[src/rtl/alu_pkg.sv]
// Shared ALU definitions: operation codes seen by the ALU and the multi-cycle
// multiply/divide sequencer, plus the sequencer state encoding.
package alu_pkg;

    localparam logic [3:0] OP_SUMA    = 4'b0000;
    localparam logic [3:0] OP_RESTA   = 4'b0001;
    localparam logic [3:0] OP_MUL     = 4'b0010;
    localparam logic [3:0] OP_DIV     = 4'b0011;
    localparam logic [3:0] OP_AND     = 4'b0100;
    localparam logic [3:0] OP_OR      = 4'b0101;
    localparam logic [3:0] OP_XOR     = 4'b0110;
    localparam logic [3:0] OP_SLL     = 4'b0111;
    localparam logic [3:0] OP_SLT     = 4'b1000;
    localparam logic [3:0] OP_INVALID = 4'b1111;

    typedef enum logic [1:0] {
        ST_IDLE = 2'b00,
        ST_RUN  = 2'b01,
        ST_FIX  = 2'b10,
        ST_DONE = 2'b11
    } seq_state_t;

    function automatic logic is_mul_div(input logic [3:0] op);
        return (op == OP_MUL) || (op == OP_DIV);
    endfunction

endpackage

[src/rtl/mul_div_step.sv]
// One iteration of the unsigned datapath: shift-add multiply or restoring
// divide on a 2*WIDTH accumulator {hi, lo}.
module mul_div_step #(
    parameter int WIDTH = 32
) (
    input  logic                 is_div,
    input  logic [2*WIDTH-1:0]   acc,
    input  logic [WIDTH-1:0]     opnd,
    output logic [2*WIDTH-1:0]   acc_nxt
);

    logic [WIDTH:0]       sum_s;
    logic [WIDTH:0]       rem_sh_s;
    logic [WIDTH:0]       diff_s;
    logic [2*WIDTH-1:0]   mul_res_s;
    logic [2*WIDTH-1:0]   div_res_s;

    // Multiply keeps the add carry as the new top bit after the right shift;
    // divide keeps the shifted remainder when the trial subtraction goes negative.
    always_comb begin
        sum_s     = {1'b0, acc[2*WIDTH-1:WIDTH]};
        rem_sh_s  = {acc[2*WIDTH-1:WIDTH], acc[WIDTH-1]};
        diff_s    = rem_sh_s - {1'b0, opnd};
        mul_res_s = acc;
        div_res_s = acc;
        acc_nxt   = acc;

        if (acc[0]) begin
            sum_s = {1'b0, acc[2*WIDTH-1:WIDTH]} + {1'b0, opnd};
        end else begin
            sum_s = {1'b0, acc[2*WIDTH-1:WIDTH]};
        end
        mul_res_s = {sum_s, acc[WIDTH-1:1]};

        if (diff_s[WIDTH]) begin
            div_res_s = {rem_sh_s[WIDTH-1:0], acc[WIDTH-2:0], 1'b0};
        end else begin
            div_res_s = {diff_s[WIDTH-1:0], acc[WIDTH-2:0], 1'b1};
        end

        if (is_div) begin
            acc_nxt = div_res_s;
        end else begin
            acc_nxt = mul_res_s;
        end
    end

endmodule

[src/rtl/mul_div_sequencer.sv]
// Multi-cycle multiply/divide sequencer beside the ALU: magnitudes are iterated
// for WIDTH cycles, signs are applied in FIX, and the result is exposed in DONE.
module mul_div_sequencer
    import alu_pkg::*;
#(
    parameter int WIDTH = 32
) (
    input  logic             clk,
    input  logic             rst_n,
    input  logic             start,
    input  logic [3:0]       operacion,
    input  logic             signed_op,
    input  logic [WIDTH-1:0] op_a,
    input  logic [WIDTH-1:0] op_b,
    input  logic             abort,
    output logic             busy,
    output logic             done,
    output logic [WIDTH-1:0] hi,
    output logic [WIDTH-1:0] lo,
    output logic             div_by_zero,
    output logic             invalid_op
);

    localparam int CNT_W = (WIDTH > 1) ? $clog2(WIDTH) : 1;
    localparam logic [CNT_W-1:0] CNT_LAST = CNT_W'(WIDTH - 1);

    seq_state_t           state_r, state_nxt_s;
    logic [CNT_W-1:0]     cnt_r, cnt_nxt_s;
    logic [2*WIDTH-1:0]   acc_r, acc_nxt_s, step_acc_s, prod_s;
    logic [WIDTH-1:0]     opnd_r, opnd_nxt_s;
    logic                 is_div_r, is_div_nxt_s;
    logic                 neg_res_r, neg_res_nxt_s;
    logic                 neg_rem_r, neg_rem_nxt_s;
    logic [WIDTH-1:0]     mag_a_s, mag_b_s, quo_s, rem_s;
    logic [WIDTH-1:0]     hi_r, hi_nxt_s, lo_r, lo_nxt_s;
    logic                 busy_r, done_r, dbz_r, dbz_nxt_s, inv_r, inv_nxt_s;

    mul_div_step #(.WIDTH(WIDTH)) u_step (
        .is_div  (is_div_r),
        .acc     (acc_r),
        .opnd    (opnd_r),
        .acc_nxt (step_acc_s)
    );

    // Operand magnitudes and sign-corrected results of the finished iteration.
    always_comb begin
        mag_a_s = op_a;
        mag_b_s = op_b;
        prod_s  = acc_r;
        quo_s   = acc_r[WIDTH-1:0];
        rem_s   = acc_r[2*WIDTH-1:WIDTH];
        if (signed_op && op_a[WIDTH-1]) mag_a_s = -op_a; else mag_a_s = op_a;
        if (signed_op && op_b[WIDTH-1]) mag_b_s = -op_b; else mag_b_s = op_b;
        if (neg_res_r) begin
            prod_s = -acc_r;
            quo_s  = -acc_r[WIDTH-1:0];
        end else begin
            prod_s = acc_r;
            quo_s  = acc_r[WIDTH-1:0];
        end
        if (neg_rem_r) rem_s = -acc_r[2*WIDTH-1:WIDTH]; else rem_s = acc_r[2*WIDTH-1:WIDTH];
    end

    // Next-state and next-register logic of the sequencer.
    always_comb begin
        state_nxt_s   = state_r;
        cnt_nxt_s     = cnt_r;
        acc_nxt_s     = acc_r;
        opnd_nxt_s    = opnd_r;
        is_div_nxt_s  = is_div_r;
        neg_res_nxt_s = neg_res_r;
        neg_rem_nxt_s = neg_rem_r;
        hi_nxt_s      = hi_r;
        lo_nxt_s      = lo_r;
        dbz_nxt_s     = dbz_r;
        inv_nxt_s     = 1'b0;

        case (state_r)
            ST_IDLE: begin
                if (start) begin
                    if (operacion == OP_DIV && op_b == {WIDTH{1'b0}}) begin
                        hi_nxt_s    = op_a;
                        lo_nxt_s    = {WIDTH{1'b1}};
                        dbz_nxt_s   = 1'b1;
                        state_nxt_s = ST_DONE;
                    end else if (is_mul_div(operacion)) begin
                        is_div_nxt_s  = (operacion == OP_DIV);
                        neg_res_nxt_s = signed_op && (op_a[WIDTH-1] ^ op_b[WIDTH-1]);
                        neg_rem_nxt_s = signed_op && op_a[WIDTH-1];
                        cnt_nxt_s     = {CNT_W{1'b0}};
                        state_nxt_s   = ST_RUN;
                        if (operacion == OP_DIV) begin
                            acc_nxt_s  = {{WIDTH{1'b0}}, mag_a_s};
                            opnd_nxt_s = mag_b_s;
                        end else begin
                            acc_nxt_s  = {{WIDTH{1'b0}}, mag_b_s};
                            opnd_nxt_s = mag_a_s;
                        end
                    end else begin
                        inv_nxt_s = 1'b1;
                    end
                end else begin
                    state_nxt_s = ST_IDLE;
                end
            end
            ST_RUN: begin
                if (abort) begin
                    state_nxt_s = ST_IDLE;
                end else begin
                    acc_nxt_s = step_acc_s;
                    cnt_nxt_s = cnt_r + 1'b1;
                    if (cnt_r == CNT_LAST) state_nxt_s = ST_FIX; else state_nxt_s = ST_RUN;
                end
            end
            ST_FIX: begin
                if (abort) begin
                    state_nxt_s = ST_IDLE;
                end else begin
                    // Most-negative / -1 wraps naturally through the magnitude path.
                    if (is_div_r) begin
                        hi_nxt_s = rem_s;
                        lo_nxt_s = quo_s;
                    end else begin
                        hi_nxt_s = prod_s[2*WIDTH-1:WIDTH];
                        lo_nxt_s = prod_s[WIDTH-1:0];
                    end
                    dbz_nxt_s   = 1'b0;
                    state_nxt_s = ST_DONE;
                end
            end
            ST_DONE: begin
                state_nxt_s = ST_IDLE;
            end
            default: begin
                state_nxt_s = ST_IDLE;
            end
        endcase
    end

    // State, datapath and registered outputs.
    always_ff @(posedge clk or negedge rst_n) begin
        if (!rst_n) begin
            state_r   <= ST_IDLE;
            cnt_r     <= {CNT_W{1'b0}};
            acc_r     <= {(2*WIDTH){1'b0}};
            opnd_r    <= {WIDTH{1'b0}};
            is_div_r  <= 1'b0;
            neg_res_r <= 1'b0;
            neg_rem_r <= 1'b0;
            hi_r      <= {WIDTH{1'b0}};
            lo_r      <= {WIDTH{1'b0}};
            busy_r    <= 1'b0;
            done_r    <= 1'b0;
            dbz_r     <= 1'b0;
            inv_r     <= 1'b0;
        end else begin
            state_r   <= state_nxt_s;
            cnt_r     <= cnt_nxt_s;
            acc_r     <= acc_nxt_s;
            opnd_r    <= opnd_nxt_s;
            is_div_r  <= is_div_nxt_s;
            neg_res_r <= neg_res_nxt_s;
            neg_rem_r <= neg_rem_nxt_s;
            hi_r      <= hi_nxt_s;
            lo_r      <= lo_nxt_s;
            busy_r    <= (state_nxt_s == ST_RUN) || (state_nxt_s == ST_FIX);
            done_r    <= (state_nxt_s == ST_DONE);
            dbz_r     <= dbz_nxt_s;
            inv_r     <= inv_nxt_s;
        end
    end

    assign busy        = busy_r;
    assign done        = done_r;
    assign hi          = hi_r;
    assign lo          = lo_r;
    assign div_by_zero = dbz_r;
    assign invalid_op  = inv_r;

endmodule

[config.mk]
export PLATFORM = sky130hd
export DESIGN_NAME = mul_div_sequencer
export DESIGN_NICKNAME = d
export VERILOG_FILES = /design/src/rtl/alu_pkg.sv /design/src/rtl/mul_div_step.sv /design/src/rtl/mul_div_sequencer.sv
export SDC_FILE = /design/constraint.sdc
export NUM_CORES = 1
export LEC_CHECK = 0
export ABC_CLOCK_PERIOD_IN_PS = 3900
export CAP_MARGIN = 20
export CORE_AREA = 2 2 177 222
export CTS_CLUSTER_SIZE = 24
export DETAILED_ROUTE_END_ITERATION = 10
export DIE_AREA = 0 0 179 224
export GPL_ROUTABILITY_DRIVEN = 0
export PLACE_DENSITY_LB_ADDON = 0.05
export SLEW_MARGIN = 15
export SYNTH_ARGS = -nofsm -noshare
export SYNTH_HDL_FRONTEND = slang
export SYNTH_SLANG_ARGS = --single-unit
export TNS_END_PERCENT = 30
[constraint.sdc]
create_clock -name clk -period 3.9 [get_ports clk]
set_clock_uncertainty 0.15 [all_clocks]
set_input_delay 0.585 -clock clk [delete_from_list [all_inputs] [get_ports clk]]
set_output_delay 0.585 -clock clk [all_outputs]
set_load 0.005 [all_outputs]
==> results of run 1 <==
==> final timing paths <==
kind,from,end,slack [ns],cells after the start
setup / recovery,opnd_r[0],acc_r[45],0.17,15
hold reg to reg,hi[22],hi[22],0.34,2
setup reg to reg,opnd_r[0],acc_r[45],0.17,15
hold / removal,rst_n,acc_r[24],0.05,1
min in group clk,hi[22],hi[22],0.34,2
max in group asynchronous,rst_n,opnd_r[0],2.64,2
==> power breakdown <==
| group | leakage [nW] | internal (mW) | switching, mW |
|---|---|---|---|
| combinational | 5.24 | 2.96 | 3.99 |
| sequential | 2.27 | 2.14 | 0.600 |
| clock | 0.312 | 1.11 | 0.809 |
| total | 7.82 | 6.21 | 5.40 |
==> state kept, by name, summed over array words and instances (netlist names) <==
name	flops
state_r	2
is_div_r	1
hi	32
neg_rem_r	1
busy	1
lo	32
div_by_zero	1
acc_r	64
opnd_r	32
cnt_r	5
invalid_op	1
done	1
neg_res_r	1
==> final cells by class <==
cell class                      instances  area, sq um  area share
Clock buffer                           20        456.7     0.02492
Clock inverter                         12        181.4    0.009902
Inverter                               67        251.5     0.01373
Multi-Input combinational cell       1573         9948      0.5430
Sequential cell                       174         4355      0.2377
Tap cell                              492        615.6     0.03360
Timing Repair Buffer                  276         2514      0.1372
==> cells in the mapped netlist (all sizes together), types with 7 or more instances <==
master / count / area share
mux2i: 66 / 0.044
or3: 16 / 0.0067
mux2: 10 / 0.0075
nand3: 33 / 0.011
nor4: 16 / 0.0079
or4: 18 / 0.0095
clkbuf: 99 / 0.025
o221ai: 9 / 0.0053
nor2: 236 / 0.059
a31oi: 57 / 0.024
inv: 65 / 0.016
o21ai: 173 / 0.058
nand2: 164 / 0.041
o31ai: 32 / 0.016
a21o: 32 / 0.016
buf: 27 / 0.0092
nand2b: 19 / 0.0079
ha: 71 / 0.059
a21oi: 213 / 0.071
xor2: 81 / 0.047
nand4: 12 / 0.0050
nor3: 51 / 0.018
and2: 7 / 0.0029
nor2b: 11 / 0.0046
or2: 11 / 0.0046
xnor2: 90 / 0.053
o211ai: 19 / 0.0095
o41ai: 12 / 0.0075
a211oi: 23 / 0.012
dfrtp: 174 / 0.29
==> cell usage in the layout (no fill, tap or decap), types with 6 or more instances in the layout <==
cell,Yosys,final
nand2_1,163,163
a211oi_1,23,23
o221ai_1,9,9
nand3_1,33,33
nor2b_1,11,10
mux2_2,10,10
buf_12,0,7
inv_1,65,65
or4_1,16,16
o21ai_1,13,12
nand4_1,12,12
ha_1,71,71
or2_2,7,8
o21ai_0,160,160
or3_1,16,16
xnor2_1,90,90
clkbuf_16,0,17
xor2_1,81,81
o31ai_1,32,32
nor3_1,49,49
o41ai_1,11,11
a21o_1,32,32
nor2_1,235,234
and2_1,7,6
o21bai_1,6,6
nand2b_1,19,17
clkdlybuf4s50_1,0,139
a21oi_1,212,211
dfrtp_1,174,173
nor4_1,13,13
and3_1,6,6
buf_4,3,129
nor3b_1,6,6
mux2i_1,66,66
o211ai_1,19,19
a31oi_1,57,57
==> per-layer routing <==
| metal | part of all wire | track usage |
|---|---|---|
| met5 | 0 | 0 |
| met4 | 0.031 | 0.1036 |
| met3 | 0.038 | 0.02291 |
| met2 | 0.51 | 0.4928 |
| met1 | 0.42 | 0.3378 |
==> per-stage QoR <==
stage               cell area [sq um]  hold slack [ns]   TNS (ns)  power, mW  cells
finish                          18320          0.05430          0      11.61   2614
global route                    18320           0.1029  -0.001921      12.45   2614
CTS                             18280          0.09781          0      11.53   2613
detailed placement              17640           0.3240    -0.1835      9.554   2581
global placement                17640           0.3140   -0.02782      9.501   2581
floorplan                       15000           0.1394          0      7.428   1940
==> kinds of logic after synthesis <==
group / Yosys count
AO/OA/AOI/OAI: 634
XOR/XNOR: 171
adder cells (fa/ha/maj): 73
buffers and inverters: 193
flip-flops: 174
multiplexers: 76
AND/OR/NAND/NOR: 619
==> critical path: stages (launching register included) <==
cell	delay (ns)
dfrtp_1	0.41
ha_1	0.23
fa_2	0.35
nand2b_4	0.16
a21oi_4	0.20
o21ai_2	0.09
a21oi_1	0.14
buf_4	0.15
o2111ai_2	0.15
o31a_1	0.34
a211o_1	0.34
or2_4	0.28
buf_12	0.16
buf_4	0.15
a211oi_1	0.17
o21ai_0	0.14
==> timing repair <==
| item | 4_1_cts | 5_1_grt |
|---|---|---|
| setup endpoints to repair | 3 | 24 |
| pin swaps | 0 | 3 |
| gates cloned | 0 | 0 |
| gates resized for setup | 2 | 7 |
| setup buffers | 0 | 1 |
| endpoints found under the hold margin | 0 | 0 |
==> reports/qor.yml, run 1 <==
status: "finished, final reports clean"
synthMuxAreaShare: 0.05153
cp-end-kind: "flip-flop"
netlist_area_sq_um: 15000
fin_crit_sh: 0.9565
p_leak_nw: 7.818
synth.distinct_cells: 72
pre_cts_ws_ns: -0.07898
ios: 141
drt_pass1_iterations: 5
drtAntennaViolNets: 0
hold_viol_final: 0
cts_sinks: 174
clk_latency_ns: 0.46
numCtsBuffers: 17
antenna_found_initial: 1
tightest_slew_ns: 0.9893
die_y_um: 224
finalSetupViolCount: 0
portBuffers: 140
core-area_sq_um: 37940
drc: 0
fp.dieW_um: 179
routed_wl_um: 54830
drv_cap: 0
worstSetupPathType: "reg -> reg"
wl_per_cell_um: 20.97
hp-class: "in -> async"
p_per_area_nw_per_um2: 633.7
synth_ff_type: "dfrtp_1"
ys_seq_area_frac: 0.2902
start_kind: "flip-flop"
via_count: 14847
synth_edf_count: 0
critPathRequiredTime_ns: 4.08
tritoncts: "yes"
cts_hold_buf: 0
htree_num_levels: 4
grt_pass1_vias: 14466
synth_compound_gate_area_share: 0.2544
vdd_drop_max_mv: 0.4646
antenna-diode-count: 0
min_period_ns: 3.731
arrival_ns: 3.91
start_util: 0.3955
final_util: 0.4830
synthSimpleGateAreaFrac: 0.1915
drtIter0Drc: 1075
row_count: 80
ys_warn_count: 0
synthAdderAreaFrac: 0.06187
grtUsageTotal: 0.2747
die_area_sq_um: 40100
fin_ws_ns: 0.1695
maxSlewHeadroom: 0.3380
clk_pin_slew_ns: 0.07
synthArstFlopShare: 1.000
synth_top_family_by_area: "compound AO/OA/AOI/OAI gates"
syn_inst: 1940
drv_slew: 0
syn_nets: 2086
cts_root_buffer: "clkbuf_16"
avgViaCountPerCell: 5.680
gr-total-overflow: 0
crit_fanout: 21
grt_max_degree: 97
final_nets: 2255
fillCellCount: 3866
clk_path_buf_depth: 2
postSynthAreaPerCell_sq_um: 7.734
drive_above_1_share: 0.1013
grt_pass1_wl_um: 83710
hpwl_um: 43390
ys_ff_latch: 174
syn_to_final_growth_pct: 22.11
max_freq_mhz: 268.1
synth_xor_area_frac: 0.09982
Power figures use the tool's default switching activity.
==> run 2, diff against run 1 <==
--- a/config.mk
+++ b/config.mk
@@ -13,6 +13,7 @@
 export DIE_AREA = 0 0 179 224
 export GPL_ROUTABILITY_DRIVEN = 0
 export PLACE_DENSITY_LB_ADDON = 0.05
+export SKIP_LAST_GASP = 1
 export SLEW_MARGIN = 15
 export SYNTH_ARGS = -nofsm -noshare
 export SYNTH_HDL_FRONTEND = slang
==> results of run 2 <==
Same layout as run 1: the final DEF is identical, and so are final timing and power.
==> run 3, diff against run 2 <==
--- a/config.mk
+++ b/config.mk
@@ -8,10 +8,10 @@
 export ABC_CLOCK_PERIOD_IN_PS = 3900
 export CAP_MARGIN = 20
 export CORE_AREA = 2 2 177 222
+export CTS_BUF_LIST = sky130_fd_sc_hd__clkbuf_4
 export CTS_CLUSTER_SIZE = 24
 export DETAILED_ROUTE_END_ITERATION = 10
 export DIE_AREA = 0 0 179 224
-export GPL_ROUTABILITY_DRIVEN = 0
 export PLACE_DENSITY_LB_ADDON = 0.05
 export SKIP_LAST_GASP = 1
 export SLEW_MARGIN = 15
==> run 3 against run 2 <==
Setup slack worse by 0.026 ns. First-iteration DRC count down 8.6%. Maximum frequency fell by 0.69%. Sequential share of layout area increased by 0.26 points. Total power is 6.5% lower. Via count up 0.61%. Critical path type unchanged. Highest routed layer unchanged. Clock power is 43% lower.
==> reports/qor.yml, run 3 (synthesized netlist as in run 1, its figures left out) <==
final_cell_mix: "234 x nor2_1, 210 x a21oi_1, 173 x dfrtp_1"  # was 234 x nor2_1, 211 x a21oi_1, 173 x dfrtp_1
cp-end-kind: "flip-flop"  # unchanged
final_util: 0.4778  # was 0.4830
r2r-end: "acc_r[37]"  # was acc_r[45]
tritoncts: "yes"  # unchanged
clk_latency_ns: 0.65  # was 0.46 ns
regMostFlops: "acc_r"  # unchanged
critPathCapture: "acc_r[37]"  # was acc_r[45]
pre_cts_ws_ns: -0.08980  # was -0.07898 ns
p_seq_frac: 0.247  # was 0.236
p_comb_frac: 0.651  # was 0.599
p_sw_mw: 5.365  # was 5.401 mW
drive_above_1_share: 0.1077  # was 0.1013
netSwitchingFraction: 0.4943  # was 0.4651
p_leak_nw: 7.731  # was 7.818 nW
fin_ws_ns: 0.1436  # was 0.1695 ns
fin_crit_sh: 0.9632  # was 0.9565
wl_per_cell_um: 21.29  # was 20.97 um
start_util: 0.3955  # unchanged
syn_to_final_growth_pct: 20.80  # was 22.11%
cts_sinks: 174  # unchanged
rr_startpoint: "acc_r[40]"  # was opnd_r[0]
drtIter0Drc: 983  # was 1075
clkPwrFrac: 0.101  # was 0.166
grtUsageTotal: 0.2789  # was 0.2747
start_kind: "flip-flop"  # unchanged
via_count: 14938  # was 14847
p_int_mw: 5.489  # was 6.211 mW
die_area_sq_um: 40100  # unchanged
layout_commonest_cell: "nor2_1"  # unchanged
row_count: 80  # unchanged
fillCellCount: 3821  # was 3866
hold_viol_final: 0  # unchanged
portBuffers: 140  # unchanged
numCtsBuffers: 17  # unchanged
arrival_ns: 4.17  # was 3.91 ns
routed_wl_um: 55940  # was 54830 um
tightest_slew_ns: 1.115  # was 0.9893 ns
gp_congestion: 0.9530
die_y_um: 224  # unchanged
drv_cap: 0  # unchanged
status: "finished, final reports clean"  # unchanged
fp.dieW_um: 179  # unchanged
dp_cells: 2589  # was 2581
maxSlewHeadroom: 0.2537  # was 0.3380
final_nets: 2268  # was 2255
drtAntennaViolNets: 0  # unchanged
ios: 141  # unchanged
layoutNonFillerInstCount: 2628  # was 2614
drc: 0  # unchanged
min_period_ns: 3.756  # was 3.731 ns
holdWs_ns: 0.3470  # was 0.05430 ns
p_per_area_nw_per_um2: 598.9  # was 633.7 nW/um^2
drt_pass1_iterations: 7  # was 5
hp-class: "in -> async"  # unchanged
avgViaCountPerCell: 5.684  # was 5.680
finalSetupViolCount: 0  # unchanged
antenna_found_initial: 1  # unchanged
crit_fanout: 8  # was 21
crit_start: "acc_r[40]"  # was opnd_r[0]
grt_pass1_wl_um: 84590  # was 83710 um
largest_register_ffs: 64  # unchanged
clk_path_buf_depth: 2  # unchanged
htree_num_levels: 4  # unchanged
r2r_slack_ns: 0.14  # was 0.17 ns
vdd_drop_max_mv: 0.3832  # was 0.4646 mV
grt_pass1_vias: 14429  # was 14466
cts_root_buffer: "clkbuf_4"  # was clkbuf_16
critPathRequiredTime_ns: 4.31  # was 4.08 ns
max_freq_mhz: 266.2  # was 268.1 MHz
core-area_sq_um: 37940  # unchanged
clk_pin_slew_ns: 0.17  # was 0.07 ns
grt_max_degree: 89  # was 97
gr-total-overflow: 0  # unchanged
worstSetupPathType: "reg -> reg"  # unchanged
reg2regPathDepth: 15  # unchanged
hpwl_um: 44350  # was 43390 um
drv_slew: 0  # unchanged
run 3: stage by stage:
| stage | power [mW] | area (sq um) | TNS, ns |
|---|---|---|---|
| finish | 10.85 | 18120 | 0 |
| global route | 11.68 | 18120 | -0.03711 |
| floorplan | 7.428 | 15000 | 0 |
| global placement | 9.572 | 17730 | -0.06421 |
| detailed placement | 9.616 | 17730 | -0.2211 |
| CTS | 10.78 | 18050 | 0 |
run 3: power by group through the flow:
stage	combinational (mW)	clock, mW	sequential, mW
2_1_floorplan	4.89	0	2.54
3_3_place_gp	6.87	0	2.71
3_5_place_dp	6.91	0	2.71
4_1_cts	6.97	1.13	2.68
5_1_grt	7.75	1.19	2.74
6_report	7.07	1.10	2.68
run 3: how the worst min path moves through the flow:
stage / to / depth (start not counted) / start / slack (ns)
finish: lo[29] / 2 / rst_n / 0.35
global route: hi[25] / 2 / hi[25] / 0.38
CTS: cnt_r[3] / 1 / cnt_r[3] / 0.34
detailed placement: hi[22] / 2 / hi[22] / 0.32
global placement: cnt_r[3] / 1 / cnt_r[3] / 0.31
floorplan: acc_r[0] / 0 / rst_n / 0.14
run 3: what timing repair did:
item | 4_1_cts | 5_1_grt
resized for setup | 3 | 7
hold buffers | 1 | 0
pin swaps | 3 | 3
setup endpoints to repair | 8 | 33
hold endpoints to repair | 85 | 0
buffers inserted | 2 | 2
run 3: critical path, cell delays in order (launching register included):
cell       delay [ns]
dfrtp_1          0.52
ha_1             0.40
a21o_1           0.23
a21o_1           0.19
a21oi_1          0.24
a21oi_2          0.10
buf_4            0.15
o2111ai_2        0.24
o31a_1           0.19
buf_4            0.12
o221ai_1         0.14
buf_4            0.22
buf_4            0.15
o21ai_0          0.23
o211ai_1         0.14
a32o_1           0.26
run 3: routing by layer:
layer,vias up,global-route usage,share of wire
met5,-,0,0
met4,0,0.09809,0.029
met3,66,0.02342,0.035
met2,336,0.4985,0.51
met1,7200,0.3473,0.42
li1,7336,-,-
run 3: cell type report:
| class | instances | area (sq um) | share of cell area |
|---|---|---|---|
| Clock inverter | 13 | 132.6 | 0.007317 |
| Clock buffer | 19 | 142.6 | 0.007870 |
| Inverter | 67 | 251.5 | 0.01388 |
| Antenna cell | 1 | 2.502 | 0.0001381 |
| Tap cell | 492 | 615.6 | 0.03396 |
| Multi-Input combinational cell | 1573 | 9953 | 0.5492 |
| Sequential cell | 174 | 4355 | 0.2403 |
| Timing Repair Buffer | 289 | 2671 | 0.1474 |
